## src/rtl/main_sequencer.sv

```systemverilog
// Control sequencer for a falling-block game: spawns pieces, paces gravity,
// scans the playfield for full rows, and requests row clears from the datapath.
module main_sequencer #(
    parameter int unsigned TICK_DIV = 8,
    parameter int unsigned ROWS     = 16
) (
    input  logic       clka,
    input  logic       restart,
    input  logic       start,
    input  logic       touched,
    input  logic       row_full,
    input  logic       spawn_blocked,
    output logic       move_down,
    output logic       clear_row,
    output logic       new_piece,
    output logic [3:0] which_row,
    output logic       game_over,
    output logic [2:0] state,
    output logic [7:0] lines_cleared
);

    typedef enum logic [2:0] {
        IDLE  = 3'd0,
        SPAWN = 3'd1,
        CHECK = 3'd2,
        FALL  = 3'd3,
        SCAN  = 3'd4,
        CLEAR = 3'd5,
        OVER  = 3'd6
    } state_e;

    localparam logic [7:0] TICK_LAST = 8'(TICK_DIV - 1);
    localparam logic [3:0] ROW_TOP   = 4'(ROWS - 1);

    state_e     state_q, state_d;
    logic [7:0] cnt_q, cnt_d;
    logic [3:0] row_q, row_d;
    logic [7:0] lines_q, lines_d;
    logic       md_q, md_d;
    logic       cr_q, cr_d;
    logic       np_q, np_d;
    logic       go_q, go_d;

    function automatic logic [7:0] sat_inc(input logic [7:0] v);
        return (v == 8'hFF) ? v : v + 8'd1;
    endfunction

    always_comb begin
        state_d = state_q;
        cnt_d   = cnt_q;
        row_d   = row_q;
        lines_d = lines_q;
        md_d    = 1'b0;
        unique case (state_q)
            IDLE:  if (start) state_d = SPAWN;
            SPAWN: state_d = CHECK;
            CHECK: begin
                if (spawn_blocked) begin
                    state_d = OVER;
                end else begin
                    state_d = FALL;
                    cnt_d   = 8'd0;
                end
            end
            FALL: begin
                // touched only matters on the gravity tick
                if (cnt_q == TICK_LAST) begin
                    cnt_d = 8'd0;
                    if (touched) begin
                        state_d = SCAN;
                        row_d   = ROW_TOP;
                    end else begin
                        md_d = 1'b1;
                    end
                end else begin
                    cnt_d = cnt_q + 8'd1;
                end
            end
            SCAN: begin
                if (row_full) begin
                    state_d = CLEAR;
                    lines_d = sat_inc(lines_q);
                end else if (row_q != 4'd0) begin
                    row_d = row_q - 4'd1;
                end else begin
                    state_d = SPAWN;
                end
            end
            // row index is kept so the row shifted in from above is re-checked
            CLEAR: state_d = SCAN;
            OVER:  state_d = OVER;
            default: state_d = IDLE;
        endcase
        // pulse outputs are decoded from the next state so they register in step with it
        np_d = (state_d == SPAWN);
        cr_d = (state_d == CLEAR);
        go_d = (state_d == OVER);
    end

    always_ff @(posedge clka) begin
        if (restart) begin
            state_q <= IDLE;
            cnt_q   <= 8'd0;
            row_q   <= 4'd0;
            lines_q <= 8'd0;
            md_q    <= 1'b0;
            cr_q    <= 1'b0;
            np_q    <= 1'b0;
            go_q    <= 1'b0;
        end else begin
            state_q <= state_d;
            cnt_q   <= cnt_d;
            row_q   <= row_d;
            lines_q <= lines_d;
            md_q    <= md_d;
            cr_q    <= cr_d;
            np_q    <= np_d;
            go_q    <= go_d;
        end
    end

    assign move_down     = md_q;
    assign clear_row     = cr_q;
    assign new_piece     = np_q;
    assign game_over     = go_q;
    assign which_row     = row_q;
    assign lines_cleared = lines_q;
    assign state         = state_q;

endmodule
```

## config.mk

```make
export PLATFORM = sky130hd
export DESIGN_NAME = main_sequencer
export DESIGN_NICKNAME = d
export VERILOG_FILES = /design/src/rtl/main_sequencer.sv
export SDC_FILE = /design/constraint.sdc
export NUM_CORES = 1
export LEC_CHECK = 0
export CAP_MARGIN = 20
export CELL_PAD_IN_SITES_DETAIL_PLACEMENT = 1
export CELL_PAD_IN_SITES_GLOBAL_PLACEMENT = 2
export CORE_AREA = 2 2 73 75
export CTS_CLUSTER_DIAMETER = 80
export DETAILED_ROUTE_END_ITERATION = 12
export DIE_AREA = 0 0 75 77
export PLACE_DENSITY_LB_ADDON = 0.15
export SYNTH_ARGS = -nofsm -noshare
export SYNTH_HDL_FRONTEND = slang
export SYNTH_SLANG_ARGS = --single-unit
```

## constraint.sdc

```tcl
create_clock -name clka -period 1.55 [get_ports clka]
set_input_delay 0.3875 -clock clka [delete_from_list [all_inputs] [get_ports clka]]
set_output_delay 0.3875 -clock clka [all_outputs]
set_load 0.05 [all_outputs]
```

==> metrics.md, run 1 <==
| Metric | Value |
|---|---|
| Status | completed |
| # setup viols final | 0 |
| Power per cell area | 668 mW/mm2 |
| 1st-iter DRT viols | 55 |
| Clock sink count | 27 |
| RSZ-0062 raised after global routing | true |
| Ranking of synthesized cells by area | dfxtp_1 (40%), nor2_1 (4.2%), xor2_1 (3.2%), ha_1 (2.8%), nand2_1 (2.8%) |
| Mapped Area | 0.00136 mm2 |
| Row cnt | 26 |
| Share of the synthesized area in the top cell type | 0.399 |
| IO buf count | 24 |
| Chip Height | 77 um |
| Max Clk Rate | 0.654 GHz |
| Core Util, Final | 0.445 |
| Post-DP HPWL | 2820 um |
| Hold crit path type | reg2reg |
| Layout cells sized above 1 | 0.439 |
| CP Capture Type | flip-flop |
| CP arrival | 1.71 ns |
| Req. time, crit path | 1.73 ns |
| Crit-path cells | ha_4 > nor4bb_4 > and3_4 > a21oi_4 > a221oi_2 |
| First-pass GRT wire length | 6130 um |
| Slowest cell delay on critical path | 0.37 ns |
| Lkg Pwr | 0.836 nW |
| Hold Crit Start | cnt_q[7]$_SDFFE_PP0P_ |
| Setup Skew | 0.0117 ns |
| Critical path fanouts, max | 5 |
| Skew-Pair Late Insertion Delay | 0.28 ns |
| Worst reg2reg path depth | 5 |
| Reg2reg setup slack | 0.02 ns |
| EDFF count, synth | 0 |
| Top FF cell, synth | dfxtp_1 |
| DR vias/cell | 4.88 |
| Synth area leader | dfxtp_1 |
| Core area | 0.00498 mm2 |
| Mapped Nets | 157 |
| CTS H-Tree Depth | 1 |
| Clock Tree Root | clkbuf_8 |
| Fin crit share | 0.987 |
| Fill cell count | 557 |
| Setup TNS | 0 ns |
| Initial Util | 0.272 |
| Gate Count Post-Synth | 148 |
| Synth Area per Inst | 9.16 um2 |
| Grt total ovfl | 0 |
| Nets | 206 |
| Slowest stage cell, crit path | dfxtp_2 |
| Max_cap viols | 0 |
| 1st-pass router iterations | 4 |
| Number of global-route vias before repair | 1335 |
| Final hold vios | 0 |
| Post-synthesis sequential area ratio | 0.399 |
| Pins Over Slew Limit | 0 |
| Initial antenna violation count | 0 |
| Maximum VDD drop | 0.324 mV |
| Routed Wire Length | 3850 um |
| Gr usage total | 0.134 |
| Fin crit period | 1.53 ns |
| RePlAce Congestion | 0.740 |
| Critical path type | reg2reg |
| Tot Pwr | 0.00148 W |
| Async SR Flop Fraction | 0 |
| P&R area growth vs syn | 63.2% |
| Die area | 0.00578 mm2 |
| CTS tree | done |
| Reg-to-reg endpoint | which_row[1]$_SDFFE_PP0P_ |
| Most frequent cells in the layout | buf_4 (24), buf_12 (19), nor2_1 (14) |
| Worst Hold Path EP | cnt_q[7]$_SDFFE_PP0P_ |
| Largest net degree at the start of global routing | 17 |
| Residual DRC | 0 |
| Synthesis-stage register bit count | 27 |
| Routed Antenna Nets | 0 |
| Wire length per cell | 14.5 um |
| CP startpoint kind | flip-flop |
| Clock slew at reported path FFs | 0.10 ns |
| # diodes | 0 |
| CTS Buf Count | 3 |
| Chip Width | 75 um |
| Yosys cell types | 48 |
| I/O pin cnt | 25 |
| Reg2Reg Launch Point | cnt_q[1]$_SDFFE_PP0P_ |
| Slew @ Worst Pin | 0.322 ns |
| Most common cell after layout, fill and taps aside | buf_4 |
| Ys Warns | 0 |
| Clock buffer depth | 2 |
| Via count | 1298 |
| Worst hold path depth | 1 |
| Worst rel slew slack | 0.783 |
-- Yosys cell counts (all sizes together), types with 2 or more instances --
cell and instances:
nand2 10, a31o 2, nand2b 2, nor2b 3, xor2 5, dfxtp 27
o211ai 5, a31oi 4, nor4b 3, a22oi 2, nand3b 2, xnor2 2
nor4 2, nand4 2, o21a 2, nor3 5, o21ai 5, clkbuf 2
and3 3, buf 3, ha 3, inv 5, mux2i 3, a21oi 7
a21o 2, nor2 15, o22ai 2, nand3 6
-- kinds of logic after synthesis --
kind of cell,after synthesis,synth area share
simple gates,60,0.270
compound gates,37,0.192
flops,27,0.399
buf+inv,10,0.0360
xor+xnor,7,0.0452
mux,4,0.0304
fa+ha+maj,3,0.0277
-- flip-flops by register name (all words and copies together) (netlist names) --
| register | flops |
|---|---|
| which_row | 4 |
| new_piece | 1 |
| cnt_q | 8 |
| move_down | 1 |
| clear_row | 1 |
| lines_cleared | 8 |
| state | 3 |
| game_over | 1 |
-- metrics by stage --
step | cells | area (um2) | worst slack, ns | hold WS [ns]
after floorplan | 148 | 1370 | -0.0759 | 0.460
after global placement | 259 | 2030 | -0.254 | 0.459
after detailed placement | 259 | 2030 | -0.340 | 0.487
after CTS | 264 | 2100 | 0.00235 | 0.501
after global routing | 266 | 2210 | -0.0775 | 0.567
final | 266 | 2210 | 0.0209 | 0.534
-- cell type report --
type / count / area [um2] / share of cell area
Inverter: 5 / 18.8 / 0.00848
Sequential cell: 27 / 564 / 0.255
Timing Repair Buffer: 49 / 621 / 0.280
Clock buffer: 3 / 41.3 / 0.0187
Tap cell: 70 / 87.6 / 0.0396
Clock inverter: 1 / 7.51 / 0.00339
Multi-Input combinational cell: 111 / 873 / 0.395
-- worst max-delay path, delay by kind of cell, from the launching register on --
family	cells	cell delay [ns]
and+or+nand+nor	2	0.62
AOI/OAI and AO/OA	2	0.31
adders and majority gates	1	0.14
DFF	1	0.37
-- metal layers --
layer / GRT usage / vias to the layer above / part of all wire
li1: - / 641 / -
met1: 0.174 / 638 / 0.45
met2: 0.221 / 17 / 0.51
met3: 0.0237 / 2 / 0.029
met4: 0.0393 / 0 / 0.0065
met5: 0 / - / 0
-- report_power, final --
group          switching [W]  internal, W  total [W]
logic               0.000150     0.000149   0.000300
registers          0.0000487     0.000715   0.000764
clock network       0.000232     0.000183   0.000415
total               0.000431      0.00105    0.00148
-- what timing repair did --
item / in CTS / in global routing
hold endpoints to repair: 0 / 0
hold buffers: 0 / 0
setup buffers: 1 / 2
gates resized for setup: 6 / 19
pin swaps: 2 / 6
setup endpoints to repair: 13 / 12
-- how the worst max path moves through the flow --
stage                                   start                             to  slack [ns]  cells past startpoint
global placement                     row_full      which_row[0]$_SDFFE_PP0P_       -0.25                      6
CTS                 which_row[0]$_SDFFE_PP0P_           clear_row$_SDFF_PP0_       0.002                      7
global route            cnt_q[1]$_SDFFE_PP0P_      which_row[1]$_SDFFE_PP0P_       -0.08                      5
detailed placement                   row_full  lines_cleared[7]$_SDFFE_PP0P_       -0.34                      5
floorplan           which_row[0]$_SDFFE_PP0P_            state[0]$_SDFF_PP0_       -0.08                      6
finish                  cnt_q[1]$_SDFFE_PP0P_      which_row[1]$_SDFFE_PP0P_        0.02                      5
Power figures use the tool's default switching activity.
==> run 2: changes to the inputs <==
--- a/config.mk
+++ b/config.mk
@@ -12,6 +12,7 @@
 export CTS_CLUSTER_DIAMETER = 80
 export DETAILED_ROUTE_END_ITERATION = 12
 export DIE_AREA = 0 0 75 77
+export GPL_TIMING_DRIVEN = 0
 export PLACE_DENSITY_LB_ADDON = 0.15
 export SYNTH_ARGS = -nofsm -noshare
 export SYNTH_HDL_FRONTEND = slang
==> run 2 against run 1 <==
Compared with the run above: fmax increased by 1.4%; sequential share of layout area is 4.4 points higher; cell area is 15% lower; utilization shrank 6.5 points; total power is 4.9% lower; setup slack improved by 0.021 ns; via count decreased by 3.6%; wire length decreased by 5.5%; clock-buffer cell count increased by 1; die area did not move; critical path type unchanged; clock skew shrank 0.0098 ns; combinational power decreased by 11%; critical endpoint is now clear_row$_SDFF_PP0_.
==> metrics.md, run 2 (synthesis gave the netlist of run 1 again) <==
| Metric | Value |
|---|---|
| Status | completed |
| Pins Over Slew Limit | 0 (unchanged) |
| Reg2reg setup slack | 0.04 ns (+0.02 ns) |
| Routed Antenna Nets | 0 (unchanged) |
| Maximum VDD drop | 0.283 mV (-13%) |
| CTS H-Tree Depth | 1 (unchanged) |
| Number of global-route vias before repair | 1304 (-2.3%) |
| Lkg Pwr | 0.714 nW (-15%) |
| RePlAce Congestion | 0.741 (+0.26%) |
| Most common cell after layout, fill and taps aside | nor2_1 |
| Fin crit period | 1.51 ns (-0.0211 ns) |
| Largest net degree at the start of global routing | 15 (-2) |
| Power per cell area | 744 mW/mm2 (+11%) |
| Area after DPL | 0.00170 mm2 (-16%) |
| Residual DRC | 0 (unchanged) |
| RSZ-0062 raised after global routing | true |
| Die area | 0.00578 mm2 (unchanged) |
| # setup viols final | 0 (unchanged) |
| Hold-fix buffers, CTS | 0 (unchanged) |
| Worst hold slack | 0.501 ns (-0.0325 ns) |
| Logic pwr share | 0.190 (-0.013) |
| Slowest cell delay on critical path | 0.37 ns (about the same) |
| Slew @ Worst Pin | 0.490 ns (+0.168 ns) |
| Req. time, crit path | 1.73 ns (about the same) |
| Slowest stage cell, crit path | dfxtp_4 |
| Switching power | 0.000406 W (-5.7%) |
| 1st-iter DRT viols | 44 (-20%) |
| Post-DP HPWL | 2620 um (-7.0%) |
| Max_cap viols | 0 (unchanged) |
| Clock Tree Root | clkbuf_8 |
| CP startpoint kind | flip-flop |
| Critical path fanouts, max | 5 (unchanged) |
| Internal power | 0.000999 W (-4.6%) |
| CP Capture Type | flip-flop |
| Nets | 196 (-4.9%) |
| IO buf count | 24 (unchanged) |
| Worst Path Buf+Inv | 0 (unchanged) |
| Setup Skew | 0.00189 ns (-0.00977 ns) |
| First-pass GRT wire length | 5910 um (-3.7%) |
| Routed Wire Length | 3630 um (-5.5%) |
| Crit-path cells | ha_4 > nor4bb_4 > and3_4 > o21ai_2 > nor4_2 |
| Share of power burned in registers | 0.523 (+0.006) |
| 1st-pass router iterations | 4 (unchanged) |
| Row cnt | 26 (unchanged) |
| Most frequent cells in the layout | nor2_1 (15), dfxtp_2 (14), buf_4 (12) |
| P&R area growth vs syn | 39.3% |
| CP top delay family | simple AND/OR/NAND/NOR gates |
| Core area | 0.00498 mm2 (unchanged) |
| Chip Width | 75 um (unchanged) |
| CTS Buf Count | 3 (unchanged) |
| Skew-Pair Late Insertion Delay | 0.27 ns (about the same) |
| Hold crit path type | reg2reg |
| Initial Util | 0.272 (unchanged) |
| I/O pin cnt | 25 (unchanged) |
| Fin crit share | 0.973 (-0.0136) |
| CP arrival | 1.69 ns (-0.02 ns) |
| Switching Fraction | 0.289 (-0.00250) |
| Wire length per cell | 14.2 um (-1.8%) |
| Worst rel slew slack | 0.674 (-0.108) |
| Via count | 1251 (-3.6%) |
| Grt total ovfl | 0 (unchanged) |
| Final hold vios | 0 (unchanged) |
| Initial antenna violation count | 0 (unchanged) |
| CTS tree | done |
| Clock share of power | 0.287 (+0.006) |
| DR vias/cell | 4.89 (+0.14%) |
| Critical path type | reg2reg |
| Gr usage total | 0.128 (-0.00536) |
| Layout cells sized above 1 | 0.360 (-0.0786) |
| Clock buffer depth | 2 (unchanged) |
| Max Clk Rate | 0.663 GHz (+1.4%) |
| Clock sink count | 27 (unchanged) |
| Chip Height | 77 um (unchanged) |
| # diodes | 0 (unchanged) |
| Clock slew at reported path FFs | 0.09 ns (about the same) |
| Finished Cell Area | 0.00189 mm2 (-15%) |
run 2: changes by cell type in the layout (fill, tap and decap cells not counted), sizes merged:
| cell | change |
|---|---|
| dlygate4sd2 | +3 |
| clkdlybuf4s15 | +9 |
| clkbuf | +8 |
| buf | -30 |
| clkdlybuf4s18 | +1 |
| clkinvlp | -1 |
run 2: final cells by class:
type / instances / area [um2]
Sequential cell: 27 / 566
Timing Repair Buffer: 34 / 292
Buffer: 5 / 32.5
Multi-Input combinational cell: 111 / 848
Tap cell: 70 / 87.6
Inverter: 5 / 18.8
Fill cell: 597 / 3090
Clock buffer: 4 / 45.0
run 2: worst paths after layout:
check                                   to  cells past startpoint                     startpoint
max reg2reg           clear_row$_SDFF_PP0_                      5          cnt_q[0]$_SDFFE_PP0P_
min reg2reg  lines_cleared[7]$_SDFFE_PP0P_                      1  lines_cleared[7]$_SDFFE_PP0P_
max                   clear_row$_SDFF_PP0_                      5          cnt_q[0]$_SDFFE_PP0P_
min          lines_cleared[7]$_SDFFE_PP0P_                      1  lines_cleared[7]$_SDFFE_PP0P_
run 2: through the flow:
stage	std cells	setup slack (ns)	util	total power (W)	TNS, ns
3_5_place_dp	242	-0.579	0.342	0.00100	-9.16
5_1_grt	256	-0.0413	0.380	0.00148	-0.113
6_report	256	0.0420	0.380	0.00141	0
2_1_floorplan	148	-0.0759	-	0.000921	-0.0989
4_1_cts	249	-0.0980	0.364	0.00141	-0.220
3_3_place_gp	242	-0.547	0.342	0.000997	-8.44
run 2: per-layer routing:
layer	track usage	up-vias	share of wire
li1	-	622	-
met3	0.0197	2	0.029
met1	0.165	610	0.47
met2	0.213	17	0.49
met5	0	-	0
met4	0.0429	0	0.0069
run 2: power groups by stage:
stage	logic, W	registers [W]	clock network, W
2_1_floorplan	0.000122	0.000799	0
3_3_place_gp	0.000247	0.000750	0
3_5_place_dp	0.000252	0.000751	0
4_1_cts	0.000250	0.000737	0.000424
5_1_grt	0.000287	0.000739	0.000453
6_report	0.000267	0.000735	0.000403
run 2: repair_timing:
action	in CTS	in global routing
buffers inserted	3	7
pin swaps	4	3
endpoints found under the setup margin	43	23
resized for setup	51	24
